### src/rtl/lsu_pkg.sv
// Shared encodings for the load/store unit: funct3 codes, FSM states, fault codes, size decode.
package lsu_pkg;

    localparam logic [2:0] F3_B  = 3'b000;
    localparam logic [2:0] F3_H  = 3'b001;
    localparam logic [2:0] F3_W  = 3'b010;
    localparam logic [2:0] F3_D  = 3'b011;
    localparam logic [2:0] F3_BU = 3'b100;
    localparam logic [2:0] F3_HU = 3'b101;
    localparam logic [2:0] F3_WU = 3'b110;

    typedef enum logic [2:0] {
        S_IDLE,
        S_REQ0,
        S_RSP0,
        S_REQ1,
        S_RSP1,
        S_DONE
    } state_t;

    typedef enum logic [1:0] {
        FLT_OK         = 2'b00,
        FLT_MISALIGNED = 2'b01,
        FLT_ILLEGAL    = 2'b10
    } fault_t;

    // Access size in bytes (1, 2, 4 or 8) from the low two funct3 bits.
    function automatic logic [3:0] size_bytes(input logic [2:0] f3);
        return 4'(4'd1 << f3[1:0]);
    endfunction

    function automatic logic f3_legal(input logic [2:0] f3, input logic we, input logic is64);
        if (we)
            return (f3 == F3_B) || (f3 == F3_H) || (f3 == F3_W) || (is64 && (f3 == F3_D));
        return (f3 == F3_B) || (f3 == F3_H) || (f3 == F3_W) || (f3 == F3_BU) ||
               (f3 == F3_HU) || (is64 && ((f3 == F3_D) || (f3 == F3_WU)));
    endfunction

endpackage

### src/rtl/lsu_align.sv
// Byte-lane datapath: byte enables, store lane shift/slice, load merge/shift/extend.
module lsu_align
    import lsu_pkg::*;
#(
    parameter  int unsigned XLEN  = 32,
    localparam int unsigned BYTES = XLEN / 8,
    localparam int unsigned OFF_W = $clog2(BYTES)
) (
    input  logic [2:0]       f3,
    input  logic [OFF_W-1:0] off,
    input  logic [XLEN-1:0]  wdata,
    input  logic [XLEN-1:0]  rdata0,
    input  logic [XLEN-1:0]  rdata1,
    output logic [BYTES-1:0] be0_c,
    output logic [BYTES-1:0] be1_c,
    output logic [XLEN-1:0]  wdata0_c,
    output logic [XLEN-1:0]  wdata1_c,
    output logic [XLEN-1:0]  rdata_c
);

    logic [3:0]         size;
    logic [2*BYTES-1:0] mask;
    logic [2*BYTES-1:0] be_full;
    logic [2*XLEN-1:0]  wsh;
    logic [2*XLEN-1:0]  merged;
    logic [XLEN-1:0]    low;

    assign size     = size_bytes(f3);
    assign mask     = (2*BYTES)'((16'd1 << size) - 16'd1);
    assign be_full  = mask << off;
    assign be0_c    = be_full[BYTES-1:0];
    assign be1_c    = be_full[2*BYTES-1:BYTES];

    // Store data spans two words; only enabled lanes carry data.
    assign wsh = {{XLEN{1'b0}}, wdata} << {off, 3'b000};

    always_comb begin
        wdata0_c = '0;
        wdata1_c = '0;
        for (int i = 0; i < int'(BYTES); i++) begin
            if (be0_c[i]) wdata0_c[8*i +: 8] = wsh[8*i +: 8];
            if (be1_c[i]) wdata1_c[8*i +: 8] = wsh[XLEN + 8*i +: 8];
        end
    end

    assign merged = {rdata1, rdata0} >> {off, 3'b000};
    assign low    = merged[XLEN-1:0];

    always_comb begin
        rdata_c = low;
        case (f3)
            F3_B:    rdata_c = XLEN'($signed(low[7:0]));
            F3_H:    rdata_c = XLEN'($signed(low[15:0]));
            F3_W:    rdata_c = XLEN'($signed(low[31:0]));
            F3_BU:   rdata_c = XLEN'(low[7:0]);
            F3_HU:   rdata_c = XLEN'(low[15:0]);
            F3_WU:   rdata_c = XLEN'(low[31:0]);
            default: rdata_c = low;
        endcase
    end

endmodule

### src/rtl/lsu_multibeat.sv
// Load/store unit: request capture, one- or two-beat req/gnt/rvalid sequencing, fault reporting.
module lsu_multibeat
    import lsu_pkg::*;
#(
    parameter int unsigned XLEN             = 32,
    parameter int unsigned ADDR_W           = 32,
    parameter bit          MISALIGNED_SPLIT = 1'b1
) (
    input  logic                clk,
    input  logic                reset,
    input  logic                req_valid,
    output logic                req_ready,
    input  logic                req_we,
    input  logic [2:0]          req_funct3,
    input  logic [ADDR_W-1:0]   req_addr,
    input  logic [XLEN-1:0]     req_wdata,
    output logic                resp_valid,
    output logic [XLEN-1:0]     resp_rdata,
    output logic [1:0]          resp_fault,
    output logic                busy,
    output logic                mem_req,
    output logic                mem_we,
    output logic [ADDR_W-1:0]   mem_addr,
    output logic [XLEN/8-1:0]   mem_be,
    output logic [XLEN-1:0]     mem_wdata,
    input  logic                mem_gnt,
    input  logic                mem_rvalid,
    input  logic [XLEN-1:0]     mem_rdata
);

    localparam int unsigned BYTES = XLEN / 8;
    localparam int unsigned OFF_W = $clog2(BYTES);
    localparam logic        IS64  = (XLEN == 64);

    state_t              state, state_d;
    logic [2:0]          f3_q, f3_a;
    logic                we_q, we_a;
    logic [ADDR_W-1:0]   base_q, base_a;
    logic [OFF_W-1:0]    off_q, off_a;
    logic [XLEN-1:0]     wdata_q, wdata_a;
    logic                cross_q;
    fault_t              fault_q, fault_a;
    logic [XLEN-1:0]     rdata0_q, rdata0_d, rdata1_q, rdata1_d;
    logic                idle, accept;
    logic [3:0]          req_size;
    logic                req_cross;
    fault_t              req_fault;
    logic [BYTES-1:0]    be0_c, be1_c;
    logic [XLEN-1:0]     wdata0_c, wdata1_c, ld_c;

    logic                req_ready_d, resp_valid_d, mem_req_d, mem_we_d;
    logic [XLEN-1:0]     resp_rdata_d, mem_wdata_d;
    logic [1:0]          resp_fault_d;
    logic [ADDR_W-1:0]   mem_addr_d;
    logic [BYTES-1:0]    mem_be_d;

    assign idle      = (state == S_IDLE);
    assign accept    = idle && req_valid;
    assign req_size  = size_bytes(req_funct3);
    assign req_cross = (5'(req_addr[OFF_W-1:0]) + 5'(req_size)) > 5'(BYTES);

    always_comb begin
        req_fault = FLT_OK;
        if (!f3_legal(req_funct3, req_we, IS64))
            req_fault = FLT_ILLEGAL;
        else if (req_cross && !MISALIGNED_SPLIT)
            req_fault = FLT_MISALIGNED;
    end

    // In IDLE the live request drives the lane logic so beat-0 outputs register on acceptance.
    assign f3_a    = idle ? req_funct3 : f3_q;
    assign we_a    = idle ? req_we : we_q;
    assign base_a  = idle ? {req_addr[ADDR_W-1:OFF_W], {OFF_W{1'b0}}} : base_q;
    assign off_a   = idle ? req_addr[OFF_W-1:0] : off_q;
    assign wdata_a = idle ? req_wdata : wdata_q;
    assign fault_a = idle ? req_fault : fault_q;

    always_comb begin
        rdata0_d = accept ? '0 : rdata0_q;
        rdata1_d = accept ? '0 : rdata1_q;
        if ((state == S_RSP0) && mem_rvalid) rdata0_d = mem_rdata;
        if ((state == S_RSP1) && mem_rvalid) rdata1_d = mem_rdata;
    end

    lsu_align #(.XLEN(XLEN)) u_align (
        .f3       (f3_a),
        .off      (off_a),
        .wdata    (wdata_a),
        .rdata0   (rdata0_d),
        .rdata1   (rdata1_d),
        .be0_c    (be0_c),
        .be1_c    (be1_c),
        .wdata0_c (wdata0_c),
        .wdata1_c (wdata1_c),
        .rdata_c  (ld_c)
    );

    // Next state and next registered outputs.
    always_comb begin
        state_d      = state;
        mem_req_d    = 1'b0;
        mem_we_d     = 1'b0;
        mem_addr_d   = '0;
        mem_be_d     = '0;
        mem_wdata_d  = '0;
        resp_valid_d = 1'b0;
        resp_rdata_d = '0;
        resp_fault_d = 2'b00;

        case (state)
            S_IDLE: if (req_valid) state_d = (req_fault != FLT_OK) ? S_DONE : S_REQ0;
            S_REQ0: if (mem_gnt) state_d = S_RSP0;
            S_RSP0: if (mem_rvalid) state_d = cross_q ? S_REQ1 : S_DONE;
            S_REQ1: if (mem_gnt) state_d = S_RSP1;
            S_RSP1: if (mem_rvalid) state_d = S_DONE;
            S_DONE: state_d = S_IDLE;
            default: state_d = S_IDLE;
        endcase

        req_ready_d = (state_d == S_IDLE);

        case (state_d)
            S_REQ0: begin
                mem_req_d   = 1'b1;
                mem_we_d    = we_a;
                mem_addr_d  = base_a;
                mem_be_d    = be0_c;
                mem_wdata_d = we_a ? wdata0_c : '0;
            end
            S_REQ1: begin
                mem_req_d   = 1'b1;
                mem_we_d    = we_a;
                mem_addr_d  = base_a + ADDR_W'(BYTES);
                mem_be_d    = be1_c;
                mem_wdata_d = we_a ? wdata1_c : '0;
            end
            S_DONE: begin
                resp_valid_d = 1'b1;
                resp_fault_d = fault_a;
                resp_rdata_d = (!we_a && (fault_a == FLT_OK)) ? ld_c : '0;
            end
            default: ;
        endcase
    end

    always_ff @(posedge clk or negedge reset) begin
        if (!reset) begin
            state      <= S_IDLE;
            f3_q       <= '0;
            we_q       <= 1'b0;
            base_q     <= '0;
            off_q      <= '0;
            wdata_q    <= '0;
            cross_q    <= 1'b0;
            fault_q    <= FLT_OK;
            rdata0_q   <= '0;
            rdata1_q   <= '0;
            req_ready  <= 1'b1;
            busy       <= 1'b0;
            resp_valid <= 1'b0;
            resp_rdata <= '0;
            resp_fault <= 2'b00;
            mem_req    <= 1'b0;
            mem_we     <= 1'b0;
            mem_addr   <= '0;
            mem_be     <= '0;
            mem_wdata  <= '0;
        end else begin
            state <= state_d;
            if (accept) begin
                f3_q    <= req_funct3;
                we_q    <= req_we;
                base_q  <= base_a;
                off_q   <= off_a;
                wdata_q <= req_wdata;
                cross_q <= req_cross;
                fault_q <= req_fault;
            end
            rdata0_q   <= rdata0_d;
            rdata1_q   <= rdata1_d;
            req_ready  <= req_ready_d;
            busy       <= !req_ready_d;
            resp_valid <= resp_valid_d;
            resp_rdata <= resp_rdata_d;
            resp_fault <= resp_fault_d;
            mem_req    <= mem_req_d;
            mem_we     <= mem_we_d;
            mem_addr   <= mem_addr_d;
            mem_be     <= mem_be_d;
            mem_wdata  <= mem_wdata_d;
        end
    end

endmodule

### config.mk
export PLATFORM = sky130hd
export DESIGN_NAME = lsu_multibeat
export DESIGN_NICKNAME = d
export VERILOG_FILES = /design/src/rtl/lsu_pkg.sv /design/src/rtl/lsu_align.sv /design/src/rtl/lsu_multibeat.sv
export SDC_FILE = /design/constraint.sdc
export NUM_CORES = 1
export LEC_CHECK = 0
export BUFFER_PORTS_ARGS = -buffer_cell sky130_fd_sc_hd__clkbuf_2
export CORE_MARGIN = 3
export CORE_UTILIZATION = 42
export CTS_CLUSTER_SIZE = 14
export DETAILED_ROUTE_END_ITERATION = 16
export GPL_TIMING_DRIVEN = 0
export PLACE_DENSITY = 0.72
export SLEW_MARGIN = 20
export SYNTH_ARGS = -nofsm -noshare
export SYNTH_HDL_FRONTEND = slang
export SYNTH_HIERARCHICAL = 1
export SYNTH_SLANG_ARGS = --single-unit
export TNS_END_PERCENT = 10
### constraint.sdc
create_clock -name clk -period 4 [get_ports clk]
set_clock_uncertainty 0.05 [all_clocks]
set_input_delay 0.2 -clock clk [delete_from_list [all_inputs] [get_ports clk]]
set_output_delay 0.2 -clock clk [all_outputs]
set_load 0.01 [all_outputs]
==> results summary, run 1 <==
The iteration count of the initial detailed-routing pass is 5. In this design, the largest share of critical-path delay is due to buffers and inverters. The transition time at the pin with the least slew margin is 1.138 ns. The combined global-route utilization of all metal layers came out at 25.92%.

The synthesized area divided by synthesized cell count is 9.816 sq um. Setup repair after global routing left no endpoint under its margin. The critical-path cell with the highest stage delay is sky130_fd_sc_hd__buf_2. The combinational cell fraction of total power came out at 57.6%. The number of global-route vias before repair was 11,800. The pre-CTS setup slack came out at -0.4237 ns.

The cell leakage power came out at 7.596 nW. The top-level I/O count came out at about 210. The maximum number of pins on one net before global-route repair came out at 93.

The area growth from synthesis to final layout is 26.02%. The run finished with clean final reports. The relative max-transition margin came out at 21.99%. The number of diodes added for antenna fixing came out at 0. Along the worst path, the maximum fanout reaches 10. The type of the worst setup path is reg -> reg.

The number of standard cells in the layout, taps in and fillers out is slightly above 2,000. For the final routed database, the setup TNS stands at 0 ns. The remaining global-route overflow came out at 0. The total standard cell area after synthesis is 12,960 sq um.

The min-delay analysis places its worst path in the category in -> reg. The critical path data arrival time is 4.20 ns. For this run, design rule violations remaining after detail routing come to 0. The share of layout cells above drive strength 1 came out at 25.88%.

The worst setup path is launched from a flip-flop. The peak clock frequency supported by timing is roughly 260 MHz. The horizontal die dimension is 181.6 microns.

The remaining number of nets flagged by the antenna check after routing is 0. The synthesized instance count came out at 1,320. After detailed routing, the average wire length per cell comes to 21.34 microns. The initial antenna violation count came out at 1. The number of hold-slack violations in the final timing report came out at 0.

The cell type with the highest occurrence count on the critical path is sky130_fd_sc_hd__buf_6. On the worst path, the slowest cell contributes a delay of 0.35 ns. Hold is met by 0.01773 ns. The first global-routing pass estimated 67.90 mm of wire. The initial standard-cell utilization of the core is 43.14%.

Traced cell by cell, the critical path runs through buf_2 -> or3_1 -> buf_6 -> buf_6 -> clkbuf_4 -> buf_6 -> clkbuf_4 -> nand2_1 -> nand2_1 -> buf_6 -> buf_2 -> buf_2 -> buf_4 -> nor2_1 -> a211oi_1 -> a32oi_1 -> nor2_1. STA classifies the critical path endpoint as a flip-flop. The worst-case vdd ir drop came out at 0.4962 mV. The clock share of power came out at 16.4%.

In this run, placement finished with an instance count of 1,929. The number of H-tree levels is 1. The fill cell total of the finished layout is 2,624.

The total internal power came out at about 7.9 mW. The count of standard-cell rows is 63. The number of vias after detailed routing came out at around 12,000. Data on the critical path is required at its endpoint by 4.39 ns.

The total wirelength of the detailed-routed design came out at 43.95 mm. The warning count from the yosys run is 6. The summed area of non-filler cells in the final layout is 16,330 sq um.

The power per cell area is 882.7 nW/um^2. The final layout net count is ~1,800. Summing all placed instances gives a cell area of 14,590 sq um. The detailed router finished its first iteration with 1,035 violations. The area of the die came out at 32,990 sq um.

The HPWL after detailed placement came out at 31.70 mm. The count of clock tree sinks is 237. The number of buffers added on ports is 210. The region available for standard cell placement spans about 30,000 sq um. The part of the power in registers came out at 25.9%.

The number of maximum-capacitance violations came out at 0. Summed over all nets, the switching power comes to 6.562 mW. In the finished design, the share of the clock period the worst path needs comes to a little over nine tenths.

The via density per instance came out at 5.773. The flop-to-flop setup slack came out at 0.19 ns. The worst setup margin is 0.1903 ns. The worst-case clock buffer depth came out at 3. The root buffer cell chosen for the clock tree is sky130_fd_sc_hd__clkbuf_16. In this run, CTS created clock tree buffers numbering 25. The global placement routability congestion is 0.9513.

The vertical die dimension came out at roughly 180 microns. The final number of max-transition violations came out at 0. The setup violation total in the final timing report is 0.

Clock-pin slew was measured on the worst setup and hold paths at 0.06 ns. The number of buffers and inverters on the critical path came out at 10. TritonCTS built the clock tree. Clock latency on the worst-skew pair, taken at its later pin, is ~0.53 ns.

Of the total power, the share spent switching nets is 45.52%. For the finished layout, the period the worst path requires is approximately 3.8 ns.
## placed cells by master, fill, tap and decap left out, types with 53 or more instances in the layout
master / instances
sky130_fd_sc_hd__and2_1: 54
sky130_fd_sc_hd__clkbuf_1: 67
sky130_fd_sc_hd__clkbuf_2: 210
sky130_fd_sc_hd__dfrtp_1: 236
sky130_fd_sc_hd__dlygate4sd3_1: 88
sky130_fd_sc_hd__mux2_2: 68
sky130_fd_sc_hd__mux2i_1: 53
sky130_fd_sc_hd__nand2_1: 295
sky130_fd_sc_hd__nor2_1: 78
sky130_fd_sc_hd__o21ai_0: 99
## layer usage
| layer | global-route usage, % | up-vias | wire (microns) |
|---|---|---|---|
| met4 | 8.531 | 2 | 1624 |
| li1 | - | 5335 | - |
| met1 | 36.11 | 5837 | 18330 |
| met2 | 41.45 | 593 | 20370 |
| met3 | 4.407 | 120 | 3614 |
| met5 | 0 | - | 12 |
## repair_timing
action | CTS | global route
cloned | 0 | 0
resized for setup | 7 | 8
buffers inserted | 0 | 0
hold buffers | 88 | 0
hold endpoints to repair | 174 | 0
endpoints found under the setup margin | 66 | 48
## power groups by stage
stage | clock network (mW) | registers (mW) | logic, mW
finish | 2.37 | 3.74 | 8.31
global route | 2.51 | 3.83 | 8.88
global placement | 0 | 3.73 | 7.85
detailed placement | 0 | 3.75 | 7.95
CTS | 2.41 | 3.72 | 8.09
floorplan | 0 | 3.75 | 5.44
## tightest hold or removal path: stages
cell and delay [ns]:
sky130_fd_sc_hd__clkbuf_2 0.09, sky130_fd_sc_hd__nand2_1 0.05, sky130_fd_sc_hd__o21ai_0 0.18
## state kept, by name, summed over array words and instances, names as in the netlist, 3 cells and up
register	count
base_q	32
mem_addr	32
mem_wdata	32
rdata0_q	32
resp_rdata	32
wdata_q	32
rdata1_q	24
mem_be	4
f3_q	3
state	3
## path summary, 6_finish.rpt
check                                to          start  cells after the start
setup / recovery           mem_wdata[6]       state[1]                     17
hold / removal             rdata0_q[28]  mem_rdata[28]                      3
setup reg to reg           mem_wdata[6]       state[1]                     17
hold reg to reg              fault_q[1]     fault_q[1]                      1
max in group asynchronous  mem_addr[10]          reset                      3
min in group asynchronous  rdata0_q[21]          reset                      2
## per-stage QoR
| stage | util [%] | power, mW |
|---|---|---|
| floorplan | - | 9.189 |
| global placement | 48.36 | 11.58 |
| detailed placement | 48.59 | 11.71 |
| CTS | 54.32 | 14.23 |
| global route | 54.37 | 15.21 |
| finish | 54.37 | 14.41 |
## cell type report
| type | count | area, sq um | share of cell area, % |
|---|---|---|---|
| Buffer | 109 | 564.3 | 3.456 |
| Clock buffer | 35 | 693.2 | 4.245 |
| Clock inverter | 10 | 128.9 | 0.7892 |
| Inverter | 16 | 60.06 | 0.3678 |
| Multi-Input combinational cell | 962 | 6467 | 39.61 |
| Sequential cell | 237 | 5932 | 36.33 |
| Tap cell | 390 | 488.0 | 2.988 |
| Timing Repair Buffer | 300 | 1996 | 12.22 |
No activity file was read; power rests on OpenSTA's default activity.
==> run 2, diff against run 1 <==
- CORE_MARGIN: 3 -> 2
- SETUP_SLACK_MARGIN: default -> 0.4
==> run 2 against run 1 <==
Net effect:
- wire length fell by 0.34%
- flip-flop and latch count did not move
- first-iteration DRC count rose by 14%
- count of clock-buffer cells in the layout rose by 5
- maximum frequency rose by 6.3%
- global-route usage rose by 0.56 points
- setup slack improved by 0.23 ns
- die area fell by 2.2%
- sequential power barely moved
- critical path depth fell by 2
- core utilization rose by 0.25 points
- critical endpoint is now mem_wdata[2]
- largest cell class unchanged
- highest routed layer is now met4
==> results summary, run 2 (synthesis gave the netlist of run 1 again) <==
The flow ran to the end, and the final reports show no timing, DRC or antenna violations. The biggest cell delay along the critical path is 0.42 ns (+0.07 ns). The summed area of non-filler cells in the final layout came out at 16,660 sq um (+2.0%). The via density per instance came out at 5.766 (-0.13%). The worst setup margin is 0.4171 ns (+0.2268 ns). The combined global-route utilization of all metal layers came out at 26.49% (+0.56 points). The maximum number of pins on one net before global-route repair was 85 (-8.6%). Traced cell by cell, the critical path runs through buf_2 -> nor3_4 -> buf_4 -> buf_4 -> buf_6 -> buf_4 -> nand2_1 -> nand2_1 -> buf_6 -> buf_2 -> clkbuf_4 -> nor2_1 -> a211oi_1 -> a32oi_1 -> nor2_1.

The number of buffers and inverters on the critical path came out at 8 (-2). The kind of start point of the critical path is a flip-flop. The number of CTS-inserted buffers came out at 26 (+4.0%). The HPWL after detailed placement came out at 31.42 mm (-0.90%). Setup repair after global routing could not meet its margin everywhere. The critical path data arrival time came to 3.97 ns (-0.23 ns). The slowest stage of the critical path is the sky130_fd_sc_hd__dfrtp_1 cell. The number of buffers added on ports came out at 210 (unchanged). The area of the die came out at 32,270 sq um (-2.2%). The initial antenna violation count is 0 (-1). The core footprint was 30,510 sq um (+1.6%). The number of diodes added for antenna fixing was 0 (unchanged). Among cell families on the critical path, the largest total delay comes from buffers and inverters. The final layout net count came to 1,772 (+0.68%). The share of the clock period used by the worst path is 89.57% (-5.7 points). The path depth of the worst reg2reg path was 15 (-2). The power per cell area came out at 897.3 nW/um^2 (+1.7%). The cell count after placement came out at 1,936 (+0.36%). The number of global-route vias before repair is 11,860 (+0.55%). The final setup TNS is 0 ns (unchanged). The worst-case clock buffer depth is 3 (unchanged).

Leaving out fill and tap cells, the most frequent cells in the layout are sky130_fd_sc_hd__nand2_1, sky130_fd_sc_hd__dfrtp_1, sky130_fd_sc_hd__clkbuf_2. The final critical delay including setup and external delays was 3.583 ns (-0.2268 ns). The transition time at the pin with the least slew margin was 0.9514 ns (-0.1862 ns). The cell leakage power came out at 7.754 nW (+2.1%).

The total cell area at the placement stage was 14,630 sq um (+0.24%). The count of standard-cell rows is 64 (+1.6%). The remaining number of nets flagged by the antenna check after routing came out at 0 (unchanged). The starting DRC count in detailed routing came out at 1,176 (+14%). The flop-to-flop setup slack is 0.42 ns (+0.23 ns). The global-route wire length before repair is 67.69 mm (-0.31%). The relative max-transition margin came out at 34.76% (+13 points).

The number of standard cells in the layout, taps in and fillers out came out at 2,079 (+0.97%). The worst register-to-register path ends at mem_wdata[2]. The fill cell total of the finished layout is 2,642 (+0.69%). The horizontal die dimension is 179.6 microns (-1.1%). The setup violation total in the final timing report came out at 0 (unchanged). The required time at the endpoint of the critical path came out at 4.39 ns (about the same). The number of H-tree levels is 1 (unchanged).

The leading cell type in the layout, fill and taps excluded is sky130_fd_sc_hd__nand2_1. The worst-skew pair later-pin latency came out at 0.54 ns (about the same). The most numerous cell type found on the critical path is sky130_fd_sc_hd__buf_4.

The depth of the worst hold-timing path is 3 (unchanged). The clock tree root buffer cell is sky130_fd_sc_hd__clkbuf_16. In this run the most critical hold path is launched from mem_rdata[31].

The clock-pin slew on the worst setup and hold paths is 0.06 ns (about the same). The number of vias after detailed routing is 11,990 (+0.84%). The worst setup path is captured at a flip-flop. The peak clock frequency supported by timing is 279.1 MHz (+6.3%). The number of remaining DRC errors is 0 (unchanged). The source of the worst register-to-register timing path is state[0]. The worst-case vdd ir drop came out at 0.4577 mV (-7.8%). The number of maximum-capacitance violations is 0 (unchanged). In this run the worst hold path is classified as in -> reg. The wire length per cell is 21.07 microns (-1.3%).

The top-level I/O count was 212 (unchanged). The type of the worst setup path is reg -> reg. The pre-CTS setup slack came out at -0.4481 ns (-0.02444 ns). The remaining global-route overflow is 0 (unchanged). The number of hold-slack violations in the final timing report is 0 (unchanged). The share of layout cells above drive strength 1 is 27.27% (+1.4 points).

The final number of max-transition violations came out at 0 (unchanged). The global placement routability congestion is 0.9504 (about the same). The iteration count of the initial detailed-routing pass is 5 (unchanged).

The initial standard-cell utilization of the core came out at 42.47% (-0.67 points). The vertical die dimension is 179.6 microns (-1.1%). The area growth from synthesis to final layout is 28.60%. The worst-case hold path end point is rdata0_q[31]. The count of clock tree sinks came out at 237 (unchanged). The TritonCTS clock tree is yes. The highest fanout seen on the critical path is 10 (unchanged).

The total wirelength of the detailed-routed design is 43.80 mm (-0.34%).
-- run 2: where the power goes --
group / leakage (nW) / total, mW / internal, mW / switching, mW
clock network: 0.449 / 2.60 / 1.60 / 0.992
registers: 3.10 / 3.74 / 3.29 / 0.447
logic: 4.20 / 8.62 / 3.38 / 5.24
-- run 2: worst min-delay path, cell delays in order --
cell	delay [ns]
sky130_fd_sc_hd__clkbuf_2	0.09
sky130_fd_sc_hd__nand2_1	0.05
sky130_fd_sc_hd__o21ai_0	0.20
-- run 2: how the worst max path moves through the flow --
stage	from	to	slack (ns)	cells after the start
6_report	state[0]	mem_wdata[2]	0.42	15
5_1_grt	state[1]	mem_wdata[2]	0.37	16
4_1_cts	state[1]	resp_rdata[27]	0.29	12
2_1_floorplan	state[2]	mem_wdata[10]	0.73	16
3_5_place_dp	state[0]	mem_wdata[13]	-0.45	16
3_3_place_gp	reset	mem_addr[16]	-2.04	1
-- run 2: what timing repair did --
item,CTS,global route
endpoints found under the setup margin,75,66
setup buffers,2,4
pin swaps,1,0
hold endpoints to repair,287,0
cloned,0,0
gates resized for setup,26,41
hold buffers,89,0
-- run 2: per-stage QoR --
step / utilization [%] / hold slack (ns) / total power [mW]
final: 54.62 / 0.03089 / 14.95
after floorplan: - / -0.1456 / 9.189
after global routing: 54.62 / 0.05291 / 15.71
after detailed placement: 47.94 / 0.05742 / 11.70
after global placement: 47.63 / 0.4006 / 11.53
after CTS: 54.26 / 0.01588 / 14.60
-- run 2: layout make-up --
cell class	count	area [sq um]	share of cell area, %
multi-input combinational	962	6518	39.11
sequential	237	5932	35.60
timing repair buffer	308	2091	12.55
clock buffer	40	784.5	4.708
buffer	112	638.1	3.829
tap	396	495.5	2.973
clock inverter	8	145.1	0.8710
inverter	16	60.06	0.3604
-- run 2: layer usage --
layer / vias up / part of all wire [%] / track usage, %
met5: - / 0 / 0
met4: 0 / 3.7 / 8.943
met3: 128 / 8.7 / 4.984
met2: 647 / 46 / 42.70
met1: 5852 / 41 / 36.11
li1: 5360 / - / -
